$ cat src/rtl/mvm_out_requant.sv
// mvm_out_requant
// Output requantization and writeback staging for the MVM engine. Each
// accepted beat carries TOUT signed accumulators; every lane is rounded
// (half-up) and arithmetically shifted right, optionally ReLU'd, saturated
// to 8 or 16 bits and packed into one TOUT*MAX_DAT_DW output word. A beat
// counter flags the final word of the job with m_last.
//
// Ports:
//   clk, rst         clock, synchronous active-high reset
//   start            one-cycle job start (only honoured in IDLE)
//   cfg_shift        right-shift amount, latched on start
//   cfg_relu_en      ReLU enable, latched on start
//   cfg_dw8          1: clamp to 8 bit, 0: clamp to 16 bit, latched on start
//   cfg_pix_num      beats in the job, latched on start
//   s_valid/s_ready  accumulator beat handshake, s_data lane k at [k*ACC_DW +: ACC_DW]
//   m_valid/m_ready  packed word handshake, m_data lane k at [k*MAX_DAT_DW +: MAX_DAT_DW]
//   m_last           final word of the job
//   busy             high while the job is running
//   done             one-cycle pulse at job completion
//   sat_cnt          beats with at least one saturated lane (sticky at max)

module mvm_out_requant #(
    parameter int unsigned TOUT       = 8,
    parameter int unsigned ACC_DW     = 32,
    parameter int unsigned MAX_DAT_DW = 16
) (
    input  logic                         clk,
    input  logic                         rst,
    input  logic                         start,
    input  logic [4:0]                   cfg_shift,
    input  logic                         cfg_relu_en,
    input  logic                         cfg_dw8,
    input  logic [15:0]                  cfg_pix_num,
    input  logic                         s_valid,
    output logic                         s_ready,
    input  logic [TOUT*ACC_DW-1:0]       s_data,
    output logic                         m_valid,
    input  logic                         m_ready,
    output logic [TOUT*MAX_DAT_DW-1:0]   m_data,
    output logic                         m_last,
    output logic                         busy,
    output logic                         done,
    output logic [15:0]                  sat_cnt
);

    localparam int unsigned TW = ACC_DW + 1;
    localparam int unsigned CW = 16;

    localparam logic signed [TW-1:0] HI8  = TW'(127);
    localparam logic signed [TW-1:0] LO8  = TW'(-128);
    localparam logic signed [TW-1:0] HI16 = TW'(32767);
    localparam logic signed [TW-1:0] LO16 = TW'(-32768);

    typedef enum logic [1:0] {
        IDLE = 2'd0,
        RUN  = 2'd1,
        DONE = 2'd2
    } state_t;

    state_t                        r_state;
    state_t                        w_state_nxt;

    logic [4:0]                    r_shift;
    logic                          r_relu;
    logic                          r_dw8;
    logic [CW-1:0]                 r_pix;
    logic [CW-1:0]                 r_in_cnt;
    logic [CW-1:0]                 r_out_cnt;
    logic [CW-1:0]                 r_ld_cnt;
    logic [CW-1:0]                 r_sat_cnt;

    logic                          r_s1_valid;
    logic signed [TW-1:0]          r_s1_t [TOUT];
    logic                          r_m_valid;
    logic [TOUT*MAX_DAT_DW-1:0]    r_m_data;
    logic                          r_m_last;

    logic                          w_en;
    logic                          w_s_hs;
    logic                          w_m_hs;
    logic [CW-1:0]                 w_pix_m1;
    logic [TW-1:0]                 w_round;
    logic signed [TW-1:0]          w_s1_t [TOUT];
    logic [TOUT*MAX_DAT_DW-1:0]    w_s2_data;
    logic                          w_any_sat;

    // Whole pipeline advances together; a stalled output word freezes both stages.
    assign w_en     = !r_m_valid || m_ready;
    assign s_ready  = w_en && (r_state == RUN) && (r_in_cnt < r_pix);
    assign w_s_hs   = s_valid && s_ready;
    assign w_m_hs   = r_m_valid && m_ready;
    assign w_pix_m1 = r_pix - CW'(1);
    assign w_round  = (r_shift == 5'd0) ? '0 : (TW'(1) << (r_shift - 5'd1));

    assign m_valid  = r_m_valid;
    assign m_data   = r_m_data;
    assign m_last   = r_m_last;
    assign busy     = (r_state == RUN);
    assign done     = (r_state == DONE);
    assign sat_cnt  = r_sat_cnt;

    // S1: sign-extend by one bit so adding the rounding constant cannot overflow.
    always_comb begin
        logic signed [TW-1:0] v_sum;
        v_sum = '0;
        for (int k = 0; k < int'(TOUT); k++) begin
            v_sum     = {s_data[k*ACC_DW + ACC_DW - 1], s_data[k*ACC_DW +: ACC_DW]} + w_round;
            w_s1_t[k] = v_sum >>> r_shift;
        end
    end

    // S2: ReLU first, then clamp; only the clamp counts as saturation.
    always_comb begin
        logic signed [TW-1:0] v_t;
        logic signed [TW-1:0] v_hi;
        logic signed [TW-1:0] v_lo;
        v_t       = '0;
        v_hi      = r_dw8 ? HI8 : HI16;
        v_lo      = r_dw8 ? LO8 : LO16;
        w_any_sat = 1'b0;
        w_s2_data = '0;
        for (int k = 0; k < int'(TOUT); k++) begin
            v_t = r_s1_t[k];
            if (r_relu && v_t[TW-1]) begin
                v_t = '0;
            end
            if (v_t > v_hi) begin
                v_t       = v_hi;
                w_any_sat = 1'b1;
            end else if (v_t < v_lo) begin
                v_t       = v_lo;
                w_any_sat = 1'b1;
            end
            // Clamped value fits in 16 bits, so the low bits are already sign-extended.
            w_s2_data[k*MAX_DAT_DW +: MAX_DAT_DW] = v_t[MAX_DAT_DW-1:0];
        end
    end

    // Next-state logic.
    always_comb begin
        w_state_nxt = r_state;
        case (r_state)
            IDLE: begin
                if (start) begin
                    w_state_nxt = (cfg_pix_num == '0) ? DONE : RUN;
                end
            end
            RUN: begin
                if (w_m_hs && (r_out_cnt == w_pix_m1)) begin
                    w_state_nxt = DONE;
                end
            end
            DONE:    w_state_nxt = IDLE;
            default: w_state_nxt = IDLE;
        endcase
    end

    // State, config, counters and pipeline registers.
    always_ff @(posedge clk) begin
        if (rst) begin
            r_state    <= IDLE;
            r_shift    <= '0;
            r_relu     <= 1'b0;
            r_dw8      <= 1'b0;
            r_pix      <= '0;
            r_in_cnt   <= '0;
            r_out_cnt  <= '0;
            r_ld_cnt   <= '0;
            r_sat_cnt  <= '0;
            r_s1_valid <= 1'b0;
            for (int k = 0; k < int'(TOUT); k++) begin
                r_s1_t[k] <= '0;
            end
            r_m_valid  <= 1'b0;
            r_m_data   <= '0;
            r_m_last   <= 1'b0;
        end else begin
            r_state <= w_state_nxt;

            if (w_s_hs) begin
                r_in_cnt <= r_in_cnt + CW'(1);
            end
            if (w_m_hs) begin
                r_out_cnt <= r_out_cnt + CW'(1);
            end

            if (w_en) begin
                r_s1_valid <= w_s_hs;
                if (w_s_hs) begin
                    r_s1_t <= w_s1_t;
                end
                r_m_valid <= r_s1_valid;
                // Words reach S2 in order, so the load count tags the final word.
                r_m_last  <= r_s1_valid && (r_ld_cnt == w_pix_m1);
                if (r_s1_valid) begin
                    r_m_data <= w_s2_data;
                    r_ld_cnt <= r_ld_cnt + CW'(1);
                    if (w_any_sat && (r_sat_cnt != '1)) begin
                        r_sat_cnt <= r_sat_cnt + CW'(1);
                    end
                end
            end

            // Job start wins over any counter update (none can occur in IDLE anyway).
            if ((r_state == IDLE) && start) begin
                r_shift   <= cfg_shift;
                r_relu    <= cfg_relu_en;
                r_dw8     <= cfg_dw8;
                r_pix     <= cfg_pix_num;
                r_in_cnt  <= '0;
                r_out_cnt <= '0;
                r_ld_cnt  <= '0;
                r_sat_cnt <= '0;
            end
        end
    end

endmodule

$ cat config.mk
export PLATFORM = sky130hd
export DESIGN_NAME = mvm_out_requant
export DESIGN_NICKNAME = d
export VERILOG_FILES = /design/src/rtl/mvm_out_requant.sv
export SDC_FILE = /design/constraint.sdc
export NUM_CORES = 2
export LEC_CHECK = 0
export ABC_AREA = 1
export ABC_CLOCK_PERIOD_IN_PS = 6790
export CAP_MARGIN = 10
export CELL_PAD_IN_SITES_DETAIL_PLACEMENT = 0
export CELL_PAD_IN_SITES_GLOBAL_PLACEMENT = 1
export CORE_UTILIZATION = 42
export CTS_BUF_LIST = sky130_fd_sc_hd__clkbuf_16
export CTS_CLUSTER_SIZE = 28
export DETAILED_ROUTE_END_ITERATION = 8
export PLACE_DENSITY_LB_ADDON = 0.1
export SLEW_MARGIN = 20
export SYNTH_ARGS = -nofsm -noshare
export SYNTH_HDL_FRONTEND = slang
export SYNTH_SLANG_ARGS = --single-unit
$ cat constraint.sdc
create_clock -name clk -period 6.79 [get_ports clk]
set_input_delay 1.358 -clock clk [delete_from_list [all_inputs] [get_ports clk]]
set_output_delay 1.358 -clock clk [all_outputs]
set_load 0.05 [all_outputs]
Word-level counts from Yosys, hierarchy flattened. Index checks and enable logic that the tools add are counted.

ROM bits: 0. RAM bits: 0. Memories: 0. Logic and storage cells: 141. Register bits after elaboration: 484. Latch bits: 0. Input port bits: 284. Output and inout bits: 149.

Reduce and logical (&&, ||, !) cells: 26. Shift-type cells: 9. Bitwise gates (word level): 0. $add $sub $neg: 14. $lt $le $gt $ge: 17. Eq/ne operators: 7. Multiplexer cells: 47. Multipliers: 0. Div/mod/pow operators: 0.

Operator list (count): 33-bit two-way mux (9); 33-bit adder (8); 33-bit by 16-bit > comparator with 1-bit output (8); 33-bit by 16-bit less-than comparator with 1-bit output (8); 33-bit by 5-bit >>> shifter with 33-bit output (8); 16-bit two-way mux (16); 16-bit by 1-bit adder with 16-bit output (second input constant) (4); 1-bit by 5-bit << shifter with 33-bit output (first input constant) (1); 16-bit equality test (2); 15-bit two-way mux (2); 1-bit logical AND (16); 16-bit zero test (1); 16-bit less-than comparator (1); 1-bit two-way mux (16); 16-bit inequality test (second input constant) (1); 16-bit by 1-bit subtractor with 16-bit output (second input constant) (1); 2-bit two-way mux (3); 2-bit AND reduction (3); 5-bit zero test (1); 5-bit by 1-bit subtractor with 5-bit output (second input constant) (1); 2-bit one-hot mux with 2 select lines (1); 3-bit AND reduction (1); 2-bit by 1-bit equality test with 1-bit output (second input constant) (1); 2-bit equality test (second input constant) (1); other kinds (6) (6).

Longest topological paths before layout.
Word-level depth: 21. Depth in mapped cells: 34. Gate-level depth less buffers: 32.

Worst setup path after synthesis. No wires, ideal clock.

Path type: reg-to-reg. From: reg r_dw8. To: reg r_sat_cnt[10], in the netlist sat_cnt[10]. Library setup time: 70 ps. Stages on the path, launching flop included: 17. Setup slack: 1080 ps. Data arrival time: 5640 ps. Data required time: 6720 ps. Path through: dfxtp_1 inv_1 ha_1 inv_1 nand2_1 nor3b_1 nand3_1 nor3_1 a21oi_1 nand2_1 nand3_1 nor2_1 nand3_4 nand2_4 buf_6 nand2_1 a21oi_1.

Word-level cells in the longest chain between the ends: 20.

Ends and longest elaborated chain: start: declaration (line 65) `logic r_dw8;`; start signal: assignment (line 208) `r_dw8 <= cfg_dw8;`; 15-bit two-way mux (line 119) `v_lo = r_dw8 ? LO8 : LO16;`; 33-bit by 16-bit less-than comparator with 1-bit output (line 130) `end else if (v_t < v_lo) begin`; 1-bit two-way mux (line 130); 1-bit two-way mux (line 127) `if (v_t > v_hi) begin`; 1-bit two-way mux (line 130); 1-bit two-way mux (line 127); 1-bit two-way mux (line 130); 1-bit two-way mux (line 127); [4 not listed]; 1-bit two-way mux (line 130); 1-bit two-way mux (line 127); 1-bit two-way mux (line 130); 1-bit two-way mux (line 127); 1-bit two-way mux (line 130); 1-bit two-way mux * (line 127); 1-bit logical AND * (line 198) `if (w_any_sat && (r_sat_cnt != '1)) begin`; 3-bit AND reduction (no source line) *; end signal: assignment (line 199) `r_sat_cnt <= r_sat_cnt + CW'(1);`; end: declaration (line 70) `logic [CW-1:0] r_sat_cnt;`.

Mark *: on every way between the ends. The rest lies on a longest branch, timed or not. A chain may end at the register's enable or synchronous reset.

Worst setup path after layout.
From: reg r_shift[1]. To: reg r_s1_t[49] in the netlist's numbering.

Word-level cells in the longest chain between the ends: 5.

Ends and longest elaborated chain: start: declaration (line 63) `logic [4:0] r_shift;`; start signal: assignment (line 206) `r_shift <= cfg_shift;`; 5-bit by 1-bit subtractor with 5-bit output (line 93) `assign w_round = (r_shift == 5'd0) ? '0 : (TW'(1) << (r_shift - 5'd1));`; 1-bit by 5-bit << shifter with 33-bit output (line 93); 33-bit two-way mux (line 93); 33-bit adder (line 107) `v_sum = {s_data[k*ACC_DW + ACC_DW - 1], s_data[k*ACC_DW +: ACC_DW]} + w_round;`; 33-bit by 5-bit >>> shifter with 33-bit output * (line 108) `w_s1_t[k] = v_sum >>> r_shift;`; end signal: assignment (line 190) `r_s1_t <= w_s1_t;`; end: declaration (line 73) `logic signed [TW-1:0] r_s1_t [TOUT];`.

Marks and branches as above.

==> metrics.yaml <==
yosysSeqAreaShare_pct: 16.4
slew_violations: 0
status: "complete, no violations"
cts_tree: "done"
yosys-top-cells-area: "nand2_1 (22%), dfxtp_1 (16%), nand3_1 (16%)"
cts_setup_buffers: 0
slowest_stage: "dfxtp_4"
clock_path_buffers: 3
totalWireLength_um: 296000
synthesis.nets: 11600
rows: 137
yosysUniqueCellTypes: 60
place_congestion: 1.04
rsz0062_at_grt: "false"
syn_inst: 10800
grt_max_degree: 197
drtIter0Drc: 8211
p_switching_uw: 5650
tightest_slew_ps: 1180
path_clk_slew_ps: 80
final.min_clock_period_ps: 6220
crit_fanout: 38
cts_made_buffers: 58
track_usage_pct: 40.5
port_buffers: 432
p_seq_share_pct: 26.8
grt-ovfl-total: 0
worst-endpoint-arrival_ps: 6770
crit_path_max_incr_delay_ps: 650
ctsHoldBuffers: 0
num_io_pins: 433
finClkSkew_ps: 41.1
critPathMostFrequentCell: "nand2_1"
insertion_delay_ps: 680
comb_power_share_pct: 46.9
vdd_drop_max_mv: 0.214
core_mm2: 0.139
tns_ps: 0
yosys.area.top_type: "nand2_1"
synthToLayoutAreaGrowth_pct: 13.7
die_h_um: 377
setup_violations: 0
cp-start-kind: "flip-flop"
drv_cap: 0
max_slew_margin_pct: 21.0
fin_nets: 11700
root_buffer: "clkbuf_16"
crit_type: "reg2reg"
initial_core_util_pct: 42.3
p_int_uw: 6460
mappedNetlistArea_mm2: 0.0589
drt_first_pass_iters: 9
yosysWarnings: 0
cp.required_ps: 7330
p_leak_uw: 0.0346
hold_viol: 0
cts-resized-gates: 0
wirelength_met1_um: 120000
grt_pass1_wl_um: 435000
synth_top_area_share_pct: 22.3
hpwl_um: 236000
route.met2.wl_um: 127000
drc_errors: 0
cp-end-kind: "flip-flop"
fp.dieW_um: 377
max_freq_mhz: 161
cts_sinks: 484
critPathBufInv: 6
stdcell_count: 13000
route.met3.wl_um: 27100
async_flop_share_pct: 0
fin_crit_sh_pct: 91.7
crit_family: "simple AND/OR/NAND/NOR gates"
synth_edf_count: 0
hp-class: "reg2reg"
ys_ff_latch: 484
num_vias: 74800
dieArea_mm2: 0.142
powerDensity_mw_per_mm2: 181
postLayoutCellArea_mm2: 0.0670
synth_ff_type: "dfxtp_1"
syn_area_per_cell_um2: 5.43
crit_chain: "nor2_1, buf_4, ha_1, inv_1, nor3_1, nand2_1, nor2_2, inv_1, buf_4, fa_1, inv_1, nand3_1, nand3_1, nand2_1, nand2_1, nand2_1, nand2_1, nand2_1, nand3_1, nand2_1, a21oi_1, buf_4, a21oi_1"
clkPwrFrac_pct: 26.4
placed_area_mm2: 0.0651
drive_gt1_share_pct: 2.82
dp.cells: 12900
final_common_cell: "nand2_1"
ant_nets: 0
p_sw_share_pct: 46.6
drt-vias-per-instance: 5.77
wire_per_inst_um: 22.8
final_cell_mix: "nand2_1 (3496), nand3_1 (1880), inv_1 (1411)"
htreeDepth: 2
highest-signal-layer: "met5"
grt_pass1_vias: 69400
antenna_found_initial: 16
## kinds of logic (layout without fill, tap and decap cells)
group / Yosys count / after routing / synth area share (%)
flip-flops: 484 / 484 / 16.4
AO/OA/AOI/OAI: 1411 / 1411 / 13.3
other: 0 / 4 / 0
XOR/XNOR: 118 / 118 / 1.75
adder cells (fa/ha/maj): 422 / 422 / 9.06
multiplexers: 7 / 7 / 0.119
buffers and inverters: 1840 / 2084 / 11.9
AND/OR/NAND/NOR: 6566 / 6566 / 47.5
## synth_stat cells, drive strengths merged (3+ instances only)
library cell     n
nand2         3511
nand3         1884
inv           1415
nor2           756
a21oi          646
o21ai          492
dfxtp          484
ha             414
clkbuf         292
nor3           160
nand4          135
buf            127
o211ai          89
xor2            76
o221ai          69
xnor2           42
nor4            40
a31oi           39
o21bai          34
or2             21
nand3b          19
and2            17
and3            17
fa               8
a211oi           7
mux2i            7
o21a             7
clkinv           6
a22oi            4
o2111ai          4
a21boi           3
a21o             3
a41oi            3
nor3b            3
o31ai            3
o41ai            3
## state kept, by name (all words and copies together), names as in the netlist
signal / count
m_valid: 1
r_relu: 1
r_out_cnt: 16
r_in_cnt: 16
m_last: 1
sat_cnt: 16
m_data: 128
r_s1_t: 264
r_pix: 16
r_dw8: 1
r_ld_cnt: 16
r_state: 2
r_s1_valid: 1
r_shift: 5
## area by class of cell
cell class              instances  area, µm²
diodes                          4       10.0
clock inverters                50        388
fillers                     15300      72300
multi-input cells            8524      42400
flip-flops and latches        484       9710
inverters                    1421       5380
clock buffers                  60       1500
well taps                    1876       2350
repair buffers                553       5320
## power by group through the flow
stage | registers, µW | clock network [µW] | logic, µW
floorplan | 3310 | 0 | 3530
global placement | 3290 | 0 | 5500
detailed placement | 3290 | 0 | 5510
CTS | 3230 | 3200 | 5540
global route | 3250 | 3310 | 6190
finish | 3240 | 3190 | 5680
## per-stage QoR
step                hold WS, ps  power, µW  utilization [%]  setup slack [ps]
CTS                         462      12000             48.1               802
floorplan                   445       6830                -              1080
global route                481      12700             48.1               181
global placement            451       8780             46.7               820
detailed placement          455       8800             46.7               816
finish                      462      12100             48.1               565
## routing by layer
layer / track usage (%) / vias up
li1: - / 36000
met1: 50.9 / 34600
met2: 63.8 / 3428
met3: 7.35 / 803
met4: 25.0 / 6
met5: 0 / -
## path summary, 6_finish.rpt
kind / to / slack (ps) / depth (start not counted) / startpoint
worst max register to register: r_s1_t[49]$_SDFFE_PP0P_ / 570 / 23 / r_shift[1]$_SDFFE_PP0P_
worst max-delay path: r_s1_t[49]$_SDFFE_PP0P_ / 570 / 23 / r_shift[1]$_SDFFE_PP0P_
worst min register to register: m_data[63]$_SDFFE_PP0P_ / 460 / 2 / m_data[63]$_SDFFE_PP0P_
worst min-delay path: m_data[63]$_SDFFE_PP0P_ / 460 / 2 / m_data[63]$_SDFFE_PP0P_
## worst register-to-register path, delay by kind of cell (launching register included)
kind            cells  cell delay [ps]
compound gates      2              740
fa+ha+maj           2              910
buf+inv             6             1810
flops               1              650
simple gates       13             1970
No activity file was read; power rests on OpenSTA's default activity.
